### src/rtl/vga_pkg.sv
// Shared VGA geometry, widths and colour constants for the height graph display.
package vga_pkg;

  localparam int unsigned H_ACTIVE     = 640;
  localparam int unsigned V_ACTIVE     = 480;
  localparam int unsigned GRID_SPACING = 32;
  localparam int unsigned NUM_BARS     = 10;
  localparam int unsigned COORD_W      = 10;
  localparam int unsigned HEIGHT_W     = 8;
  localparam int unsigned IDX_W        = 4;
  localparam int unsigned SUM_W        = 11;

  typedef struct packed {
    logic [1:0] r;
    logic [1:0] g;
    logic [1:0] b;
  } rgb_t;

  localparam rgb_t RGB_BLACK = 6'b00_00_00;
  localparam rgb_t RGB_RED   = 6'b11_00_00;
  localparam rgb_t RGB_GREEN = 6'b00_11_00;
  localparam rgb_t RGB_BLUE  = 6'b00_00_11;
  localparam rgb_t RGB_GREY  = 6'b01_01_01;

endpackage

### src/rtl/bar_locator.sv
// Maps a pixel column to its bar slot index and flags the blank gap columns.
module bar_locator
  import vga_pkg::*;
#(
  parameter int unsigned BAR_PITCH = 64,
  parameter int unsigned BAR_GAP   = 4
) (
  input  logic [COORD_W-1:0] col,
  output logic [IDX_W-1:0]   idx_c,
  output logic               in_gap_c,
  output logic               in_range_c
);

  logic [COORD_W-1:0] quot;
  logic [COORD_W-1:0] rem;

  assign quot = col / COORD_W'(BAR_PITCH);
  assign rem  = col % COORD_W'(BAR_PITCH);

  // Columns past the last slot never belong to a bar.
  assign in_range_c = quot < COORD_W'(NUM_BARS);
  assign idx_c      = in_range_c ? quot[IDX_W-1:0] : '1;
  assign in_gap_c   = (rem < COORD_W'(BAR_GAP)) ||
                      (rem >= COORD_W'(BAR_PITCH - BAR_GAP));

endmodule

### src/rtl/height_graph_gen.sv
// Draws a 10-bar height histogram over a grid; two-stage pixel pipeline with
// per-frame snapshot of the history so a frame never shows a mid-frame update.
module height_graph_gen #(
  parameter int unsigned H_ACTIVE  = vga_pkg::H_ACTIVE,
  parameter int unsigned V_ACTIVE  = vga_pkg::V_ACTIVE,
  parameter int unsigned BAR_PITCH = 64,
  parameter int unsigned BAR_GAP   = 4
) (
  input  logic                          clk,
  input  logic                          rst,
  input  logic [vga_pkg::COORD_W-1:0]   vga_col,
  input  logic [vga_pkg::COORD_W-1:0]   vga_row,
  input  logic                          vga_valid,
  input  logic                          h_sync_in,
  input  logic                          v_sync_in,
  input  logic [vga_pkg::HEIGHT_W-1:0]  hist_0,
  input  logic [vga_pkg::HEIGHT_W-1:0]  hist_1,
  input  logic [vga_pkg::HEIGHT_W-1:0]  hist_2,
  input  logic [vga_pkg::HEIGHT_W-1:0]  hist_3,
  input  logic [vga_pkg::HEIGHT_W-1:0]  hist_4,
  input  logic [vga_pkg::HEIGHT_W-1:0]  hist_5,
  input  logic [vga_pkg::HEIGHT_W-1:0]  hist_6,
  input  logic [vga_pkg::HEIGHT_W-1:0]  hist_7,
  input  logic [vga_pkg::HEIGHT_W-1:0]  hist_8,
  input  logic [vga_pkg::HEIGHT_W-1:0]  hist_9,
  input  logic [vga_pkg::IDX_W-1:0]     sel_idx,
  output logic [1:0]                    red,
  output logic [1:0]                    green,
  output logic [1:0]                    blue,
  output logic                          h_sync_out,
  output logic                          v_sync_out
);

  import vga_pkg::rgb_t;
  import vga_pkg::COORD_W;
  import vga_pkg::HEIGHT_W;
  import vga_pkg::IDX_W;
  import vga_pkg::SUM_W;
  import vga_pkg::NUM_BARS;
  import vga_pkg::GRID_SPACING;
  import vga_pkg::RGB_BLACK;
  import vga_pkg::RGB_RED;
  import vga_pkg::RGB_GREEN;
  import vga_pkg::RGB_BLUE;
  import vga_pkg::RGB_GREY;

  logic [HEIGHT_W-1:0] hist [NUM_BARS];
  logic [HEIGHT_W-1:0] snap [NUM_BARS];
  logic [IDX_W-1:0]    snap_sel;
  logic                snap_now_c;

  always_comb begin
    hist[0] = hist_0;
    hist[1] = hist_1;
    hist[2] = hist_2;
    hist[3] = hist_3;
    hist[4] = hist_4;
    hist[5] = hist_5;
    hist[6] = hist_6;
    hist[7] = hist_7;
    hist[8] = hist_8;
    hist[9] = hist_9;
  end

  // Capture happens at the first pixel of the first blanking row.
  assign snap_now_c = (vga_row == COORD_W'(V_ACTIVE)) && (vga_col == '0);

  always_ff @(posedge clk) begin
    if (rst) begin
      for (int i = 0; i < int'(NUM_BARS); i++) snap[i] <= '0;
      snap_sel <= '1;
    end else if (snap_now_c) begin
      for (int i = 0; i < int'(NUM_BARS); i++) snap[i] <= hist[i];
      snap_sel <= sel_idx;
    end
  end

  logic [IDX_W-1:0]    loc_idx_c;
  logic                loc_gap_c;
  logic                loc_in_range_c;
  logic [HEIGHT_W-1:0] sel_value_c;
  logic                visible_c;

  bar_locator #(
    .BAR_PITCH (BAR_PITCH),
    .BAR_GAP   (BAR_GAP)
  ) u_bar_locator (
    .col        (vga_col),
    .idx_c      (loc_idx_c),
    .in_gap_c   (loc_gap_c),
    .in_range_c (loc_in_range_c)
  );

  assign sel_value_c = loc_in_range_c ? snap[loc_idx_c] : '0;
  assign visible_c   = vga_valid &&
                       (vga_col < COORD_W'(H_ACTIVE)) &&
                       (vga_row < COORD_W'(V_ACTIVE));

  logic                s1_valid;
  logic [IDX_W-1:0]    s1_idx;
  logic                s1_gap;
  logic                s1_in_range;
  logic [HEIGHT_W-1:0] s1_value;
  logic [COORD_W-1:0]  s1_row;
  logic                s1_hs;
  logic                s1_vs;

  // Stage 1: slot lookup and per-pixel bar height.
  always_ff @(posedge clk) begin
    if (rst) begin
      s1_valid    <= 1'b0;
      s1_idx      <= '0;
      s1_gap      <= 1'b0;
      s1_in_range <= 1'b0;
      s1_value    <= '0;
      s1_row      <= '0;
      s1_hs       <= 1'b1;
      s1_vs       <= 1'b1;
    end else begin
      s1_valid    <= visible_c;
      s1_idx      <= loc_idx_c;
      s1_gap      <= loc_gap_c;
      s1_in_range <= loc_in_range_c;
      s1_value    <= sel_value_c;
      s1_row      <= vga_row;
      s1_hs       <= h_sync_in;
      s1_vs       <= v_sync_in;
    end
  end

  logic [SUM_W-1:0] fill_sum_c;
  logic [SUM_W-1:0] grid_dist_c;
  logic             inside_c;
  logic             grid_c;
  logic             bar_pix_c;
  rgb_t             pix_c;

  assign fill_sum_c  = {1'b0, s1_row} + {3'b0, s1_value};
  assign inside_c    = fill_sum_c >= SUM_W'(V_ACTIVE);
  assign grid_dist_c = SUM_W'(V_ACTIVE - 1) - {1'b0, s1_row};
  assign grid_c      = (grid_dist_c % SUM_W'(GRID_SPACING)) == '0;
  assign bar_pix_c   = inside_c && s1_in_range && !s1_gap;

  // Colour priority: highlighted bar, newest bar, other bars, grid, background.
  always_comb begin
    pix_c = RGB_BLACK;
    if (!s1_valid)                               pix_c = RGB_BLACK;
    else if (bar_pix_c && (s1_idx == snap_sel))  pix_c = RGB_RED;
    else if (bar_pix_c && (s1_idx == '0))        pix_c = RGB_GREEN;
    else if (bar_pix_c)                          pix_c = RGB_BLUE;
    else if (grid_c)                             pix_c = RGB_GREY;
  end

  always_ff @(posedge clk) begin
    if (rst) begin
      red        <= '0;
      green      <= '0;
      blue       <= '0;
      h_sync_out <= 1'b1;
      v_sync_out <= 1'b1;
    end else begin
      red        <= pix_c.r;
      green      <= pix_c.g;
      blue       <= pix_c.b;
      h_sync_out <= s1_hs;
      v_sync_out <= s1_vs;
    end
  end

endmodule

### config.mk
export PLATFORM = sky130hd
export DESIGN_NAME = height_graph_gen
export DESIGN_NICKNAME = d
export VERILOG_FILES = /design/src/rtl/vga_pkg.sv /design/src/rtl/bar_locator.sv /design/src/rtl/height_graph_gen.sv
export SDC_FILE = /design/constraint.sdc
export NUM_CORES = 1
export LEC_CHECK = 0
export ABC_AREA = 1
export CAP_MARGIN = 25
export CORE_UTILIZATION = 40
export CTS_CLUSTER_SIZE = 30
export DETAILED_ROUTE_END_ITERATION = 8
export PLACE_DENSITY = 0.66
export SETUP_SLACK_MARGIN = 0.15
export SYNTH_ARGS = -nofsm -noshare
export SYNTH_HDL_FRONTEND = slang
export SYNTH_SLANG_ARGS = --single-unit
### constraint.sdc
create_clock -name clk -period 4 [get_ports clk]
set_input_delay 1.2 -clock clk [delete_from_list [all_inputs] [get_ports clk]]
set_output_delay 1.2 -clock clk [all_outputs]
set_load 0.01 [all_outputs]
==> results.yml, run 1 <==
synthesis:
  synthCells: 657
  syn_nets: 775
  synth_cell_type_count: 36
  yosysSeqAreaShare_pct: 51.0
  syn_area_per_cell_um2: 9.50
  yosysWarnings: 0
  ys_seq_elements: 119
  syn_area_um2: 6240
grt:
  grt_start_max_net_pins: 47
  grt_overflow: 0
  busiest_layer: "met2"
  grtUsageMet2_pct: 31.9
  gr-usage-met1_pct: 21.4
  grtUsageTotal_pct: 18.7
  use_met3_pct: 5.40
  grt_pass1_vias: 4948
  grt_antenna_before_repair: 0
  grt_first_pass_wirelength_um: 22900
worst_hold_path:
  hold_path_depth: 1
  min-delay-start: "s1_vs"
  hold_path_class: "flop to flop"
  hold-path-endpoint: "v_sync_out"
cells_and_area:
  drive_gt1_share_pct: 14.8
  nNetsFinal: 900
  final_core_util_pct: 53.5
  syn_to_final_growth_pct: 30.4
  fillCellCount: 1374
  final_cells: 981
  num_antenna_cells: 0
floorplanning:
  die_x_um: 127
  pin_count: 117
  rows: 45
  initial_utilization_pct: 41.0
  core_area_um2: 15200
  dieArea_um2: 16100
  chipHeight_um: 127
pwr:
  vdd_drop_max_mv: 0.303
  total_power_mw: 3.29
  p_leak_nw: 3.51
  power.density_nw_per_um2: 404
clocking:
  clockBufferDepth: 2
  cts_root_buf: "clkbuf_16"
  clkSinkCount: 119
  clkSlewWorstSetupHoldPaths_ns: 0.05
  insertion_delay_ns: 0.42
  post_cts_buffers: 0
  cts-resized-gates: 0
  cts_tree: "done"
  htreeDepth: 4
  cts-hold-fix-buffers: 0
  cts_made_buffers: 17
setup_path:
  required_ns: 4.27
  cp-startpoint: "vga_col[9]"
  critPathKind: "input port to flop"
  timing.rr.start: "s1_row[0]"
  ff2ff_path_depth: 15
  startpoint_type: "input port"
  worst_setup_path_end_kind: "flop"
  worst-endpoint-arrival_ns: 3.42
  rrSetupSlack_ns: 1.91
  worstReg2RegEnd: "green[1]"
  crit_fanout: 36
route:
  viasPerCell: 4.68
  wl_um: 13500
  antenna_left: 0
  drc: 0
  firstDrtPassIters: 5
  vias: 4590
  wire_per_inst_um: 13.8
  dr.first_iter.drc_count: 214
timing:
  fmax_mhz: 318
  finalSetupTns_ns: 0
  worst_pin_slew_ns: 0.615
  timing.hold.ws_ns: 0.418
  rsz0062_at_grt: "no"
  hold_viol: 0
  setup_viol: 0
  relSlewSlack_pct: 59.0
  slew_violations: 0
  fin_crit_sh_pct: 78.7
  skew_ns: 0.00496
  finalCriticalPeriod_ns: 3.15
placement:
  port_buffers: 116
  place_inst: 951
  dp_hpwl_um: 10100
  place.gp.congestion: 0.854
flow_run:
  drv_cap: 0
run_status:
  status: "completed"
[cell type report]
cell class / instances / area (µm²) / area share, %
sequential: 119 / 3180 / 39.1
multi-input combinational: 366 / 2260 / 27.7
timing repair buffer: 129 / 1310 / 16.1
inverter: 149 / 564 / 6.93
clock buffer: 19 / 433 / 5.32
tap: 188 / 235 / 2.89
clock inverter: 11 / 158 / 1.94
[worst max path at each step]
stage | end | slack, ns | depth (start not counted)
detailed placement | snap[4][1] | 0.43 | 7
floorplan | snap[0][0] | 0.83 | 5
global route | snap[4][1] | 0.68 | 7
global placement | snap[5][4] | 0.52 | 7
finish | snap[4][2] | 0.85 | 7
CTS | snap[4][1] | 0.86 | 7
[cells by family after synthesis]
family / share of synthesized area (%)
buf+inv: 13.0
compound gates: 6.36
xor+xnor: 0.562
simple gates: 27.2
flops: 51.0
fa+ha+maj: 1.93
[critical path: stages]
cell             delay (ns)
clkdlybuf4s50_1        0.67
nor4_4                 0.47
nand4_2                0.20
nor2_2                 0.21
inv_6                  0.19
buf_4                  0.32
nor2_1                 0.13
[Yosys cell counts]
cell type,number,area share (%)
inv_1,143,8.6
nand2_1,107,6.4
edfxtp_1,80,39
nor2_4,60,11
nor2_1,52,3.1
nand3_1,50,4.0
dfxtp_1,39,13
o211ai_1,26,3.1
a21oi_1,19,1.5
o21ai_1,9,0.72
ha_1,8,1.6
buf_12,6,1.9
buf_6,6,1.1
clkbuf_1,5,0.30
buf_2,4,0.32
nor2_2,4,0.40
o22a_1,4,0.56
or2_2,4,0.40
clkinv_1,3,0.18
inv_2,3,0.18
nand4_1,3,0.30
nor4_1,3,0.30
xnor2_1,3,0.42
nand2_2,2,0.20
nand3b_1,2,0.24
o21ai_0,2,0.16
a21boi_0,1,0.12
a21oi_2,1,0.14
buf_4,1,0.12
buf_8,1,0.24
fa_1,1,0.32
nand4_2,1,0.20
nor2_8,1,0.32
nor3_1,1,0.080
nor4_4,1,0.34
xor2_1,1,0.14
[through the flow]
step                setup WS (ns)  instance area (µm²)
CTS                         0.855                 8140
finish                      0.853                 8140
floorplan                   0.833                 6240
detailed placement          0.432                 7550
global placement            0.517                 7550
global route                0.676                 8140
[layer usage]
metal	part of all wire (%)	vias up
li1	-	2315
met1	42	2114
met2	49	133
met3	5.1	28
met4	3.0	0
met5	0	-
[sequential cells by signal (all words and copies together), names as in the netlist, 2 cells and up]
signal and flops:
s1_value 8, snap 80, blue 2, green 2, s1_idx 4, s1_row 10, red 2, snap_sel 4
[placed cells by master, fill, tap and decap left out, types with 17 or more instances in the layout]
cell type	count
nor2_4	60
nor2_1	52
o211ai_1	26
dfxtp_1	39
edfxtp_1	80
clkbuf_16	17
clkdlybuf4s50_1	116
nand2_1	106
inv_1	143
a21oi_1	19
nand3_1	50
[report_power, final]
part | internal, mW | leakage, nW | switching [mW]
sequential | 1.37 | 1.08 | 0.0237
clock | 1.02 | 0.284 | 0.515
combinational | 0.170 | 2.15 | 0.184
Note: power is estimated with default switching activity, not from simulation.
==> run 2, diff against run 1 <==
PLACE_DENSITY = default   (was 0.66)
clock period = 3 ns   (was 4 ns; I/O delays follow)
==> run 2 against run 1 <==
Largest power group unchanged. Clock-buffer cell count increased by 1. Sequential share of layout area decreased by 0.33 points. First-iteration DRC count shrank 2.3%. Total power is 29% higher. Final cell count increased by 1.2%. Critical path depth increased by 1. Die area unchanged. Clock power grew 23%. Critical endpoint is now snap[3][6]. Utilization up 0.45 points. Flip-flop and latch count stayed put. Highest routed layer unchanged. Worst hold slack worse by 0.0053 ns. Register-to-register slack got worse by 0.99 ns.
==> results.yml, run 2 (same netlist as run 1, synthesis figures left out) <==
timing:
  relSlewSlack_pct: 72.6
  worst_pin_slew_ns: 0.408
  setup_ws_ns: 0.557
  setup_viol: 0
  fin_crit_sh_pct: 81.4
  slew_violations: 0
  skew_ns: 0.00610
  rsz0062_at_grt: "no"
  fmax_mhz: 409
  finalCriticalPeriod_ns: 2.44
  hold_viol: 0
  finalSetupTns_ns: 0
setup_path:
  max_stage_delay_ns: 0.49
  crit_cells: 8
  crit_fanout: 20
  required_ns: 3.28
  worst_setup_path_end_kind: "flop"
  slowest_stage: "clkdlybuf4s50_1"
  ff2ff_path_depth: 15
  crit_chain: "clkdlybuf4s50_1 -> inv_1 -> nor4_1 -> nand4_2 -> nor2_2 -> inv_6 -> buf_12 -> nor2_1"
  cpLargestDelayFamily: "simple AND/OR/NAND/NOR gates"
  startpoint_type: "input port"
  timing.rr.start: "s1_value[0]"
  worst-endpoint-arrival_ns: 2.72
  critPathKind: "input port to flop"
  timing.critical_path.buf_inv: 4
  cp-startpoint: "vga_row[6]"
cells_and_area:
  final_core_util_pct: 54.0
  regMostFlops: "snap"
  fillCellCount: 1376
  final_cells: 993
  nNetsFinal: 910
  reg_top3: "snap: 80 flops, s1_row: 10 flops, s1_value: 8 flops"
  num_antenna_cells: 0
  largest_reg_flops: 80
  mostFrequentLayoutCells: "inv_1, clkdlybuf4s50_1, nand2_1, edfxtp_1, nor2_4"
  syn_to_final_growth_pct: 31.5
  drive_gt1_share_pct: 15.7
  final_common_cell: "inv_1"
floorplanning:
  core_area_um2: 15200
  pin_count: 117
  die_x_um: 127
  dieArea_um2: 16100
  chipHeight_um: 127
  initial_utilization_pct: 41.0
  rows: 45
clocking:
  cts-hold-fix-buffers: 0
  clkSlewWorstSetupHoldPaths_ns: 0.05
  cts_tree: "done"
  cts-resized-gates: 0
  cts_made_buffers: 17
  clockBufferDepth: 2
  insertion_delay_ns: 0.41
  clkSinkCount: 119
  cts_root_buf: "clkbuf_16"
  htreeDepth: 4
  post_cts_buffers: 0
grt:
  grt_pass1_vias: 4624
  grtUsageTotal_pct: 18.4
  grt_start_max_net_pins: 44
  grt_antenna_before_repair: 0
  grt_overflow: 0
  grt_first_pass_wirelength_um: 22400
run_status:
  status: "completed"
route:
  dr.first_iter.drc_count: 209
  drc: 0
  antenna_left: 0
  firstDrtPassIters: 5
  wire_per_inst_um: 13.9
  vias: 4595
  viasPerCell: 4.63
  wl_um: 13800
worst_hold_path:
  min-delay-start: "s1_vs"
  hold_path_depth: 1
  hold_path_class: "flop to flop"
placement:
  port_buffers: 116
  dp_hpwl_um: 10400
  place_inst: 961
  pre_cts_ws_ns: 0.129
  place.gp.congestion: 0.869
pwr:
  p_leak_nw: 3.55
  power.density_nw_per_um2: 515
  vdd_drop_max_mv: 0.452
flow_run:
  drv_cap: 0
==> run 2: cell types whose count changed in the layout (fill, tap and decap cells not counted) <==
cell and delta:
buf_4 +7, buf_12 +3, bufinv_16 -2, clkinv_1 +2, clkbuf_1 +1, clkinv_2 +1
==> run 2: final timing paths <==
path | endpoint | slack (ns)
worst max-delay path | snap[3][6] | 0.56
worst min-delay path | v_sync_out | 0.41
worst max register to register | green[0] | 0.92
worst min register to register | v_sync_out | 0.41
==> run 2: metal layers <==
metal | vias up | wire (µm) | GRT usage [%]
li1 | 2342 | - | -
met1 | 2105 | 5970 | 22.3
met2 | 130 | 6790 | 30.9
met3 | 18 | 758 | 4.72
met4 | 0 | 243 | 8.12
met5 | - | 0 | 0
==> run 2: worst reg2reg max path: stages (launching register included) <==
cell,delay (ns)
dfxtp_1,0.32
ha_1,0.25
fa_1,0.43
nand3_1,0.10
nand3_1,0.07
nand2_1,0.09
nand2_1,0.05
nand2_1,0.06
nand2_1,0.05
nor2_1,0.08
nand2_1,0.05
nand2_1,0.11
nand2_1,0.10
nor2_1,0.10
nand3_1,0.09
nand2_1,0.06
==> run 2: final cells by class <==
class                           instances  area, µm²  share of cell area (%)
Timing Repair Buffer                  139       1420                    17.3
Multi-Input combinational cell        366       2260                    27.5
Clock buffer                           20        437                    5.32
Inverter                              149        564                    6.88
Sequential cell                       119       3180                    38.8
Tap cell                              188        235                    2.87
Clock inverter                         12        110                    1.34
==> run 2: metrics by stage <==
stage          instance area (µm²)  hold slack [ns]  total power [mW]
3_3_place_gp                  7660            0.395              2.37
5_1_grt                       8210            0.422              4.38
4_1_cts                       8210            0.416              4.25
3_5_place_dp                  7660            0.398              2.37
6_report                      8210            0.412              4.22
2_1_floorplan                 6250            0.389              2.13
==> run 2: report_power, final <==
part           leakage, nW  internal (mW)  total, mW  switching [mW]
logic                 2.21          0.229      0.481           0.252
registers             1.08           1.83       1.86          0.0308
clock network        0.264           1.20       1.89           0.687
